<file path="src/rtl/ctrl_pkg.sv">
// Shared types and constants for the request dispatcher: opcodes, unit IDs,
// fixed key width code and FSM state encoding.
package ctrl_pkg;

    typedef enum logic [1:0] {
        CPU_AES_ENC = 2'd0,
        CPU_AES_DEC = 2'd1,
        CPU_SHA     = 2'd2,
        CPU_RSVD    = 2'd3
    } cpu_op_e;

    typedef enum logic [1:0] {
        OP_RD      = 2'd0,
        OP_WR      = 2'd1,
        OP_RUN     = 2'd2,
        OP_RUN_INV = 2'd3
    } int_op_e;

    localparam int unsigned UNIT_MEM  = 0;
    localparam int unsigned UNIT_AES  = 1;
    localparam int unsigned UNIT_SHA  = 2;
    localparam int unsigned UNIT_CTRL = 3;

    localparam logic [3:0] KEY_W_ENC = 4'd5;

    typedef enum logic [2:0] {
        ST_IDLE = 3'd0,
        ST_KEY  = 3'd1,
        ST_TEXT = 3'd2,
        ST_EXEC = 3'd3,
        ST_WAIT = 3'd4,
        ST_WB   = 3'd5
    } state_e;

    // SHA requests go to the SHA engine, everything else to AES.
    function automatic int unsigned engine_of(input logic [1:0] op);
        return (op == CPU_SHA) ? UNIT_SHA : UNIT_AES;
    endfunction

endpackage

</file>
<file path="src/rtl/req_dispatcher.sv">
// Turns one CPU crypto request into the internal sequence key load, text load,
// execute, wait for engine, write back; outputs are registered from next state.
module req_dispatcher
    import ctrl_pkg::*;
#(
    parameter int unsigned ADDR_W      = 10,
    parameter int unsigned CPU_W_ENC_W = 3,
    parameter int unsigned INT_W_ENC_W = 4,
    parameter int unsigned OPCODE_W    = 2,
    parameter int unsigned SRC_ID_W    = 3
) (
    input  logic                   clk,
    input  logic                   rst,
    input  logic [ADDR_W-1:0]      cpu_text_addr,
    input  logic [CPU_W_ENC_W-1:0] cpu_text_width,
    input  logic [ADDR_W-1:0]      cpu_key_addr,
    input  logic [OPCODE_W-1:0]    cpu_opcode,
    input  logic                   cpu_valid,
    output logic                   cpu_ready,
    output logic [ADDR_W-1:0]      int_addr,
    output logic [INT_W_ENC_W-1:0] int_width,
    output logic [SRC_ID_W-1:0]    int_dest,
    output logic [SRC_ID_W-1:0]    int_source_id,
    output logic [OPCODE_W-1:0]    int_opcode,
    output logic                   int_valid,
    input  logic                   int_ready,
    input  logic                   eng_done,
    output logic                   done,
    output logic                   err
);

    state_e state_q, state_d;

    logic [ADDR_W-1:0]      text_addr_q, key_addr_q;
    logic [CPU_W_ENC_W-1:0] text_width_q;
    logic [OPCODE_W-1:0]    opcode_q;

    logic [ADDR_W-1:0]      eff_text_addr, eff_key_addr;
    logic [CPU_W_ENC_W-1:0] eff_text_width;
    logic [OPCODE_W-1:0]    eff_opcode;
    logic [SRC_ID_W-1:0]    eng_id;

    logic                   accept, hs;
    logic                   valid_d, done_d, err_d;
    logic [ADDR_W-1:0]      addr_d;
    logic [INT_W_ENC_W-1:0] width_d;
    logic [SRC_ID_W-1:0]    dest_d, src_d;
    logic [OPCODE_W-1:0]    op_d;

    assign accept = cpu_valid && cpu_ready;
    assign hs     = int_valid && int_ready;

    // Next state plus the issue that state will present; on accept the
    // incoming CPU fields are used because the latches are not loaded yet.
    always_comb begin
        state_d        = state_q;
        valid_d        = 1'b0;
        done_d         = 1'b0;
        err_d          = 1'b0;
        addr_d         = '0;
        width_d        = '0;
        dest_d         = '0;
        src_d          = '0;
        op_d           = '0;
        eff_text_addr  = text_addr_q;
        eff_key_addr   = key_addr_q;
        eff_text_width = text_width_q;
        eff_opcode     = opcode_q;
        if (accept) begin
            eff_text_addr  = cpu_text_addr;
            eff_key_addr   = cpu_key_addr;
            eff_text_width = cpu_text_width;
            eff_opcode     = cpu_opcode;
        end
        eng_id = SRC_ID_W'(engine_of(2'(eff_opcode)));

        case (state_q)
            ST_IDLE: begin
                if (accept) begin
                    if (eff_opcode == OPCODE_W'(CPU_RSVD)) begin
                        err_d = 1'b1;
                    end else if (eff_opcode == OPCODE_W'(CPU_SHA)) begin
                        state_d = ST_TEXT;
                    end else begin
                        state_d = ST_KEY;
                    end
                end
            end
            ST_KEY:  if (hs) state_d = ST_TEXT;
            ST_TEXT: if (hs) state_d = ST_EXEC;
            ST_EXEC: if (hs) state_d = ST_WAIT;
            ST_WAIT: if (eng_done) state_d = ST_WB;
            ST_WB: begin
                if (hs) begin
                    state_d = ST_IDLE;
                    done_d  = 1'b1;
                end
            end
            default: state_d = ST_IDLE;
        endcase

        case (state_d)
            ST_KEY: begin
                valid_d = 1'b1;
                addr_d  = eff_key_addr;
                width_d = INT_W_ENC_W'(KEY_W_ENC);
                op_d    = OPCODE_W'(OP_RD);
                src_d   = SRC_ID_W'(UNIT_MEM);
                dest_d  = eng_id;
            end
            ST_TEXT: begin
                valid_d = 1'b1;
                addr_d  = eff_text_addr;
                width_d = INT_W_ENC_W'(eff_text_width);
                op_d    = OPCODE_W'(OP_RD);
                src_d   = SRC_ID_W'(UNIT_MEM);
                dest_d  = eng_id;
            end
            ST_EXEC: begin
                valid_d = 1'b1;
                op_d    = (eff_opcode == OPCODE_W'(CPU_AES_DEC)) ? OPCODE_W'(OP_RUN_INV)
                                                                 : OPCODE_W'(OP_RUN);
                src_d   = SRC_ID_W'(UNIT_CTRL);
                dest_d  = eng_id;
            end
            ST_WB: begin
                valid_d = 1'b1;
                addr_d  = eff_text_addr;
                width_d = INT_W_ENC_W'(eff_text_width);
                op_d    = OPCODE_W'(OP_WR);
                src_d   = eng_id;
                dest_d  = SRC_ID_W'(UNIT_MEM);
            end
            default: ;
        endcase
    end

    always_ff @(posedge clk or posedge rst) begin
        if (rst) begin
            state_q       <= ST_IDLE;
            cpu_ready     <= 1'b1;
            int_valid     <= 1'b0;
            int_addr      <= '0;
            int_width     <= '0;
            int_dest      <= '0;
            int_source_id <= '0;
            int_opcode    <= '0;
            done          <= 1'b0;
            err           <= 1'b0;
            text_addr_q   <= '0;
            key_addr_q    <= '0;
            text_width_q  <= '0;
            opcode_q      <= '0;
        end else begin
            state_q       <= state_d;
            cpu_ready     <= (state_d == ST_IDLE);
            int_valid     <= valid_d;
            int_addr      <= addr_d;
            int_width     <= width_d;
            int_dest      <= dest_d;
            int_source_id <= src_d;
            int_opcode    <= op_d;
            done          <= done_d;
            err           <= err_d;
            if (accept) begin
                text_addr_q  <= cpu_text_addr;
                key_addr_q   <= cpu_key_addr;
                text_width_q <= cpu_text_width;
                opcode_q     <= cpu_opcode;
            end
        end
    end

endmodule

</file>
<file path="config.mk">
export PLATFORM = sky130hd
export DESIGN_NAME = req_dispatcher
export DESIGN_NICKNAME = d
export VERILOG_FILES = /design/src/rtl/ctrl_pkg.sv /design/src/rtl/req_dispatcher.sv
export SDC_FILE = /design/constraint.sdc
export NUM_CORES = 1
export LEC_CHECK = 0
export ABC_AREA = 0
export ABC_CLOCK_PERIOD_IN_PS = 4200
export BUFFER_PORTS_ARGS = -buffer_cell sky130_fd_sc_hd__buf_2
export CORE_MARGIN = 4
export CORE_UTILIZATION = 50
export DETAILED_ROUTE_END_ITERATION = 8
export PLACE_DENSITY = 0.74
export SLEW_MARGIN = 20
export SYNTH_ARGS = -nofsm -noshare
export SYNTH_HDL_FRONTEND = slang
export SYNTH_SLANG_ARGS = --single-unit
</file>
<file path="constraint.sdc">
create_clock -name clk -period 4.2 [get_ports clk]
set_input_delay 0.21 -clock clk [delete_from_list [all_inputs] [get_ports clk]]
set_output_delay 0.21 -clock clk [all_outputs]
set_load 0.005 [all_outputs]
</file>
==> impl_results.md, run 1 <==
- Worst path depth: 4
- First-pass GRT wire length: 6810 um
- CP startpoint kind: flop
- Clock root buffer: clkbuf_8
- Iter 0 DRT Violations: 90
- GP Congestion: 0.844
- Peak supply drop: 0.364 mV
- Slew Limit Fails: 0
- Fraction of registers with async set or reset after synthesis: 100%
- Die area: 0.00547 mm^2
- Worst setup path end: int_width[2]
- CTS Hold Bufs: 0
- Die width: 74.0 um
- GRT Total Usage: 16.2%
- PwrDens: 727 mW/mm^2
- RSZ-0062 raised after global routing: no
- Vias: 1,471
- Fin cells: 291
- Fmax: 423 MHz
- Synthesis-stage register bit count: 51
- Critical Path End Type: flop
- Die Height: 74.0 um
- Setup-failing EPs final: 0
- Cell family with most CP delay: compound AO/OA/AOI/OAI gates
- Setup slack, reg-to-reg: 1.83 ns
- Antenna Cells: 0
- Cells after DPL: 283
- Top flip-flop cell by instance count after synthesis: dfrtp_1
- ANT nets after route: 0
- Area of the core: 0.00412 mm^2
- Post-DP HPWL: 2980 um
- Max_slew headroom: 41.1%
- Port bufs: 52
- Grt peak-use layer: met2
- Sink Count: 51
- H-tree levels: 2
- CTS tree: built
- Worst skew pair latency: 0.30 ns
- R2R Path Start: cpu_ready
- Most frequent cells in the layout: 52 x buf_2, 50 x dfrtp_1, 16 x inv_1
- Post-CTS Resized: 0
- Critical Path AT: 2.57 ns
- Most common cell after layout, fill and taps aside: buf_2
- Worst slew pin tran: 0.883 ns
- Layout cell share with drive strength beyond 1: 37.3%
- Worst min path class: input pin to asynchronous set/reset pin
- Final Cycle Share: 56.3%
- # fillers: 375
- CTS Buffer Depth: 2
- Pre-CTS setup slack: 1.86 ns
- Setup Crit Path Kind: flop to flop
- CP Max Fanout: 27
- Design Power: 1.85 mW
- Register area: 0.00128 mm^2
- Slowest stage delay, CP: 0.59 ns
- DRC violations left: 0
- Minimum clock period: 2.37 ns
- Largest net degree at the start of global routing: 52
- Area growth, synth to finish: 16.8%
- Worst setup margin: 1.83 ns
- GR Util met3: 3.65%
- Status: completed
- WL per Instance: 14.1 um
- Starting Density: 52.9%
- Vias in the first global route: 1,463
- DR vias/cell: 5.05
- Worst Path Required: 4.41 ns
- FF-to-FF End: int_width[2]
- Clock transition at the registers of the reported paths: 0.09 ns
- Global route overflow: 0
- Global Route met2 Usage: 23.8%
- Post-synth EDFFs: 0
- Worst-case hold slack: 0.0447 ns
- Mapped Cells: 188
- Area of the multi-input gates: 788 um^2
- Worst Skew: 0.0106 ns
- Post-synthesis cell area: 0.00218 mm^2
- Core Util, Final: 61.8%
- Nets@finish: 270
- Setup TNS: 0 ns
- Post-CTS setup repair buffer count: 0
- Critical path buffer and inverter count: 0
- GR met1 Demand/Resource: 23.6%
- Syn_area_per_cell: 11.6 um^2
- Initial antenna violation count: 0
- YS warnings: 0
- Pleak: 1.33 nW
- Synth cell types: 38
- CP cell instances: nand2_2 > o211ai_1 > o2111ai_2 > o21ai_0
- MaxCap Viol Count: 0
- Worst R2R Path Depth: 4
- DR pass1 iterations: 4
- Num CTS Buffers: 5
- Drt total wl: 4100 um
- Crit path from: cpu_ready
- Register area share after synthesis: 58.7%
- Final instance area: 0.00254 mm^2
- # IOs: 56
- Placement row count: 23
- Slowest CP cell: dfstp_2
- Final Hold Viols: 0
- DP Area: 0.00245 mm^2
[Yosys cell counts, types with 2 or more instances]
cell type | number | area (um^2)
nor2_1 | 12 | 45.0
buf_2 | 3 | 15.0
nor2b_1 | 2 | 12.5
nand3_1 | 3 | 15.0
o21ai_2 | 10 | 87.6
a21boi_0 | 3 | 22.5
dfrtp_1 | 50 | 1250
nor4bb_1 | 2 | 20.0
nand2b_1 | 3 | 18.8
o21a_1 | 2 | 15.0
a21oi_1 | 5 | 25.0
nor3_1 | 2 | 10.0
mux2_2 | 12 | 135
nand2_1 | 15 | 56.3
mux2i_1 | 12 | 120
buf_4 | 4 | 30.0
inv_1 | 17 | 63.8
o21ai_0 | 10 | 50.1
and3_1 | 2 | 12.5
[sequential cells by signal (all words and copies together), names as in the netlist]
signal / cells
done: 1
key_addr_q: 10
state_q: 3
cpu_ready: 1
int_width: 3
int_addr: 10
int_valid: 1
text_width_q: 3
int_opcode: 2
err: 1
int_dest: 2
opcode_q: 2
int_source_id: 2
text_addr_q: 10
[area by class of cell]
| class | count | area share, % |
|---|---|---|
| flip-flops and latches | 51 | 50.3 |
| multi-input cells | 113 | 31.0 |
| repair buffers | 52 | 10.2 |
| clock buffers | 5 | 2.71 |
| inverters | 17 | 2.56 |
| well taps | 50 | 2.46 |
| clock inverters | 3 | 0.739 |
[cell families after synthesis]
kind of cell	share of synthesized area (%)
flops	58.7
simple gates	10.1
compound gates	13.6
buf+inv	5.69
mux	11.7
other cells	0.172
[power by group]
group          total (mW)  internal (mW)  switching (mW)
clock network       0.277          0.118           0.159
logic               0.752          0.335           0.417
registers           0.818          0.717           0.101
[worst min path at each step]
stage / from / end / slack, ns
after floorplan: cpu_opcode[0] / err / 0.34
after global placement: cpu_text_addr[9] / text_addr_q[9] / 0.45
after detailed placement: cpu_text_addr[9] / text_addr_q[9] / 0.45
after CTS: cpu_text_width[2] / text_width_q[2] / 0.13
after global routing: rst / done / 0.12
final: rst / err / 0.04
[worst register-to-register path: stages (launching register included)]
cell       delay [ns]
dfstp_2          0.59
nand2_2          0.42
o211ai_1         0.43
o2111ai_2        0.52
o21ai_0          0.32
[routing by layer]
| layer | vias up | part of all wire, % |
|---|---|---|
| li1 | 738 | - |
| met1 | 679 | 48 |
| met2 | 43 | 44 |
| met3 | 11 | 5.9 |
| met4 | 0 | 2.0 |
| met5 | - | 0 |
No activity file was read; power rests on OpenSTA's default activity.
==> run 2: changes to the inputs <==
--- a/config.mk
+++ b/config.mk
@@ -6,12 +6,12 @@
 export NUM_CORES = 1
 export LEC_CHECK = 0
 export ABC_AREA = 0
-export ABC_CLOCK_PERIOD_IN_PS = 4200
+export ABC_CLOCK_PERIOD_IN_PS = 1930
 export BUFFER_PORTS_ARGS = -buffer_cell sky130_fd_sc_hd__buf_2
 export CORE_MARGIN = 4
-export CORE_UTILIZATION = 50
+export CORE_UTILIZATION = 47
 export DETAILED_ROUTE_END_ITERATION = 8
-export PLACE_DENSITY = 0.74
+export PLACE_DENSITY = 0.73
 export SLEW_MARGIN = 20
 export SYNTH_ARGS = -nofsm -noshare
 export SYNTH_HDL_FRONTEND = slang
==> constraint.sdc (replaced) <==
create_clock -name clk -period 1.93 [get_ports clk]
set_input_delay 0.0965 -clock clk [delete_from_list [all_inputs] [get_ports clk]]
set_output_delay 0.0965 -clock clk [all_outputs]
set_load 0.005 [all_outputs]
==> run 2 against run 1 <==
Die area up 5.7%. Sequential power increased by 120%. Clock skew decreased by 0.0039 ns. Flip-flop and latch count is the same. Worst hold slack got worse by 0.015 ns. Critical path type unchanged.
==> impl_results.md, run 2 (same netlist as run 1, synthesis figures left out) <==
- Setup-failing EPs final: 0 (unchanged)
- Slew Limit Fails: 0 (unchanged)
- CTS Hold Bufs: 1 (was 0)
- Minimum clock period: 1.66 ns (was 2.37 ns)
- Vias in the first global route: 1,530 (was 1,463)
- GRT Total Usage: 14.9% (was 16.2%)
- CTS tree: built (unchanged)
- Die Height: 76.0 um (was 74.0 um)
- Vias: 1,525 (was 1,471)
- Worst Path Required: 2.10 ns (was 4.41 ns)
- Iter 0 DRT Violations: 88 (was 90)
- Combinational share of power: 42.1% (was 40.7%)
- Setup Crit Path Kind: flop to flop (unchanged)
- PwrDens: 1580 mW/mm^2 (was 727 mW/mm^2)
- DRC violations left: 0 (unchanged)
- Switching pwr: 1.48 mW (was 0.678 mW)
- # IOs: 56 (unchanged)
- Die width: 76.0 um (was 74.0 um)
- Fmax: 601 MHz (was 423 MHz)
- H-tree levels: 2 (unchanged)
- Peak supply drop: 0.706 mV (was 0.364 mV)
- Area of the core: 0.00441 mm^2 (was 0.00412 mm^2)
- Nets@finish: 279 (was 270)
- WL per Instance: 13.6 um (was 14.1 um)
- Setup slack, reg-to-reg: 0.27 ns (was 1.83 ns)
- First-pass GRT wire length: 7070 um (was 6810 um)
- Clock share of power: 15.2% (was 15.0%)
- Largest net degree at the start of global routing: 22 (was 52)
- CP Max Fanout: 13 (was 27)
- Regs by FF count: int_addr (10), key_addr_q (10), text_addr_q (10) (unchanged)
- DR vias/cell: 5.05 (about the same)
- CP startpoint kind: flop (unchanged)
- Drt total wl: 4110 um (was 4100 um)
- Most frequent cells in the layout: 52 x buf_2, 50 x dfrtp_1, 16 x inv_1 (unchanged)
- Pre-CTS setup slack: 0.263 ns (was 1.86 ns)
- Worst setup margin: 0.266 ns (was 1.83 ns)
- Global route overflow: 0 (unchanged)
- DR pass1 iterations: 4 (unchanged)
- Sequential share of power: 42.8% (was 44.3%)
- MaxCap Viol Count: 0 (unchanged)
- Post-DP HPWL: 3070 um (was 2980 um)
- Sink Count: 51 (unchanged)
- Num CTS Buffers: 5 (unchanged)
- Status: completed (unchanged)
- Worst Skew: 0.00673 ns (was 0.0106 ns)
- GP Congestion: 0.882 (was 0.844)
- Cell internal pwr: 2.65 mW (was 1.17 mW)
- Critical Path End Type: flop (unchanged)
- Design Power: 4.13 mW (was 1.85 mW)
- ANT nets after route: 0 (unchanged)
- Die area: 0.00578 mm^2 (was 0.00547 mm^2)
- Layout cell share with drive strength beyond 1: 38.8% (was 37.3%)
- Pleak: 1.38 nW (was 1.33 nW)
- # fillers: 402 (was 375)
- Clock root buffer: clkbuf_8 (unchanged)
- Placement row count: 24 (was 23)
- Most common cell after layout, fill and taps aside: buf_2 (unchanged)
- Clock transition at the registers of the reported paths: 0.09 ns (about the same)
- Final Cycle Share: 86.2% (was 56.3%)
- Setup TNS: 0 ns (unchanged)
- CTS Buffer Depth: 2 (unchanged)
- Area growth, synth to finish: 20.4% (was 16.8%)
- Critical Path AT: 1.84 ns (was 2.57 ns)
- Port bufs: 52 (unchanged)
- Starting Density: 49.3% (was 52.9%)
- Worst min path class: input pin to flop (was input pin to asynchronous set/reset pin)
- Post-CTS Resized: 0 (unchanged)
- Core Util, Final: 59.4% (was 61.8%)
- Final Hold Viols: 0 (unchanged)
- Sw frac: 35.8% (was 36.7%)
- RSZ-0062 raised after global routing: no (unchanged)
- Initial antenna violation count: 0 (unchanged)
- Post-CTS setup repair buffer count: 0 (unchanged)
- Worst-case hold slack: 0.0296 ns (was 0.0447 ns)
- Worst skew pair latency: 0.30 ns (about the same)
- Antenna Cells: 0 (unchanged)
run 2: final timing paths:
path,depth (start not counted),start,end
max in group asynchronous,4,rst,cpu_ready
min in group asynchronous,3,rst,key_addr_q[2]
max reg2reg,5,cpu_ready,int_width[2]
max,5,cpu_ready,int_width[2]
min,3,cpu_text_addr[9],text_addr_q[9]
min reg2reg,2,text_addr_q[9],text_addr_q[9]
run 2: metrics by stage:
step           instances  cell area, um^2
5_1_grt              302             2620
6_report             302             2620
2_1_floorplan        190             2180
4_1_cts              302             2620
3_3_place_gp         293             2510
3_5_place_dp         293             2510
run 2: power groups by stage:
| stage | sequential (mW) | clock (mW) | combinational (mW) |
|---|---|---|---|
| after floorplan | 1.75 | 0 | 1.27 |
| after global placement | 1.78 | 0 | 1.72 |
| after detailed placement | 1.79 | 0 | 1.75 |
| after CTS | 1.77 | 0.655 | 1.76 |
| after global routing | 1.82 | 0.708 | 1.96 |
| final | 1.77 | 0.626 | 1.74 |
run 2: layout make-up:
class | count | area [um^2] | area share [%]
Sequential cell | 51 | 1280 | 48.8
Multi-Input combinational cell | 113 | 788 | 30.1
Timing Repair Buffer | 61 | 330 | 12.6
Clock buffer | 7 | 86.3 | 3.30
Tap cell | 52 | 65.1 | 2.48
Inverter | 17 | 63.8 | 2.44
Clock inverter | 1 | 8.76 | 0.334
run 2: per-layer routing:
layer / global-route usage (%) / vias up / part of all wire [%]
met5: 0 / - / 0
met3: 5.20 / 7 / 7.6
met4: 4.27 / 0 / 1.4
met2: 23.4 / 52 / 47
met1: 19.6 / 711 / 44
li1: - / 755 / -
run 2: critical path, stage by stage (launching register included):
cell and delay [ns]:
dfstp_2 0.59, nor4bb_1 0.28, o311ai_1 0.15, o2111ai_2 0.12
buf_4 0.27, o21ai_0 0.12
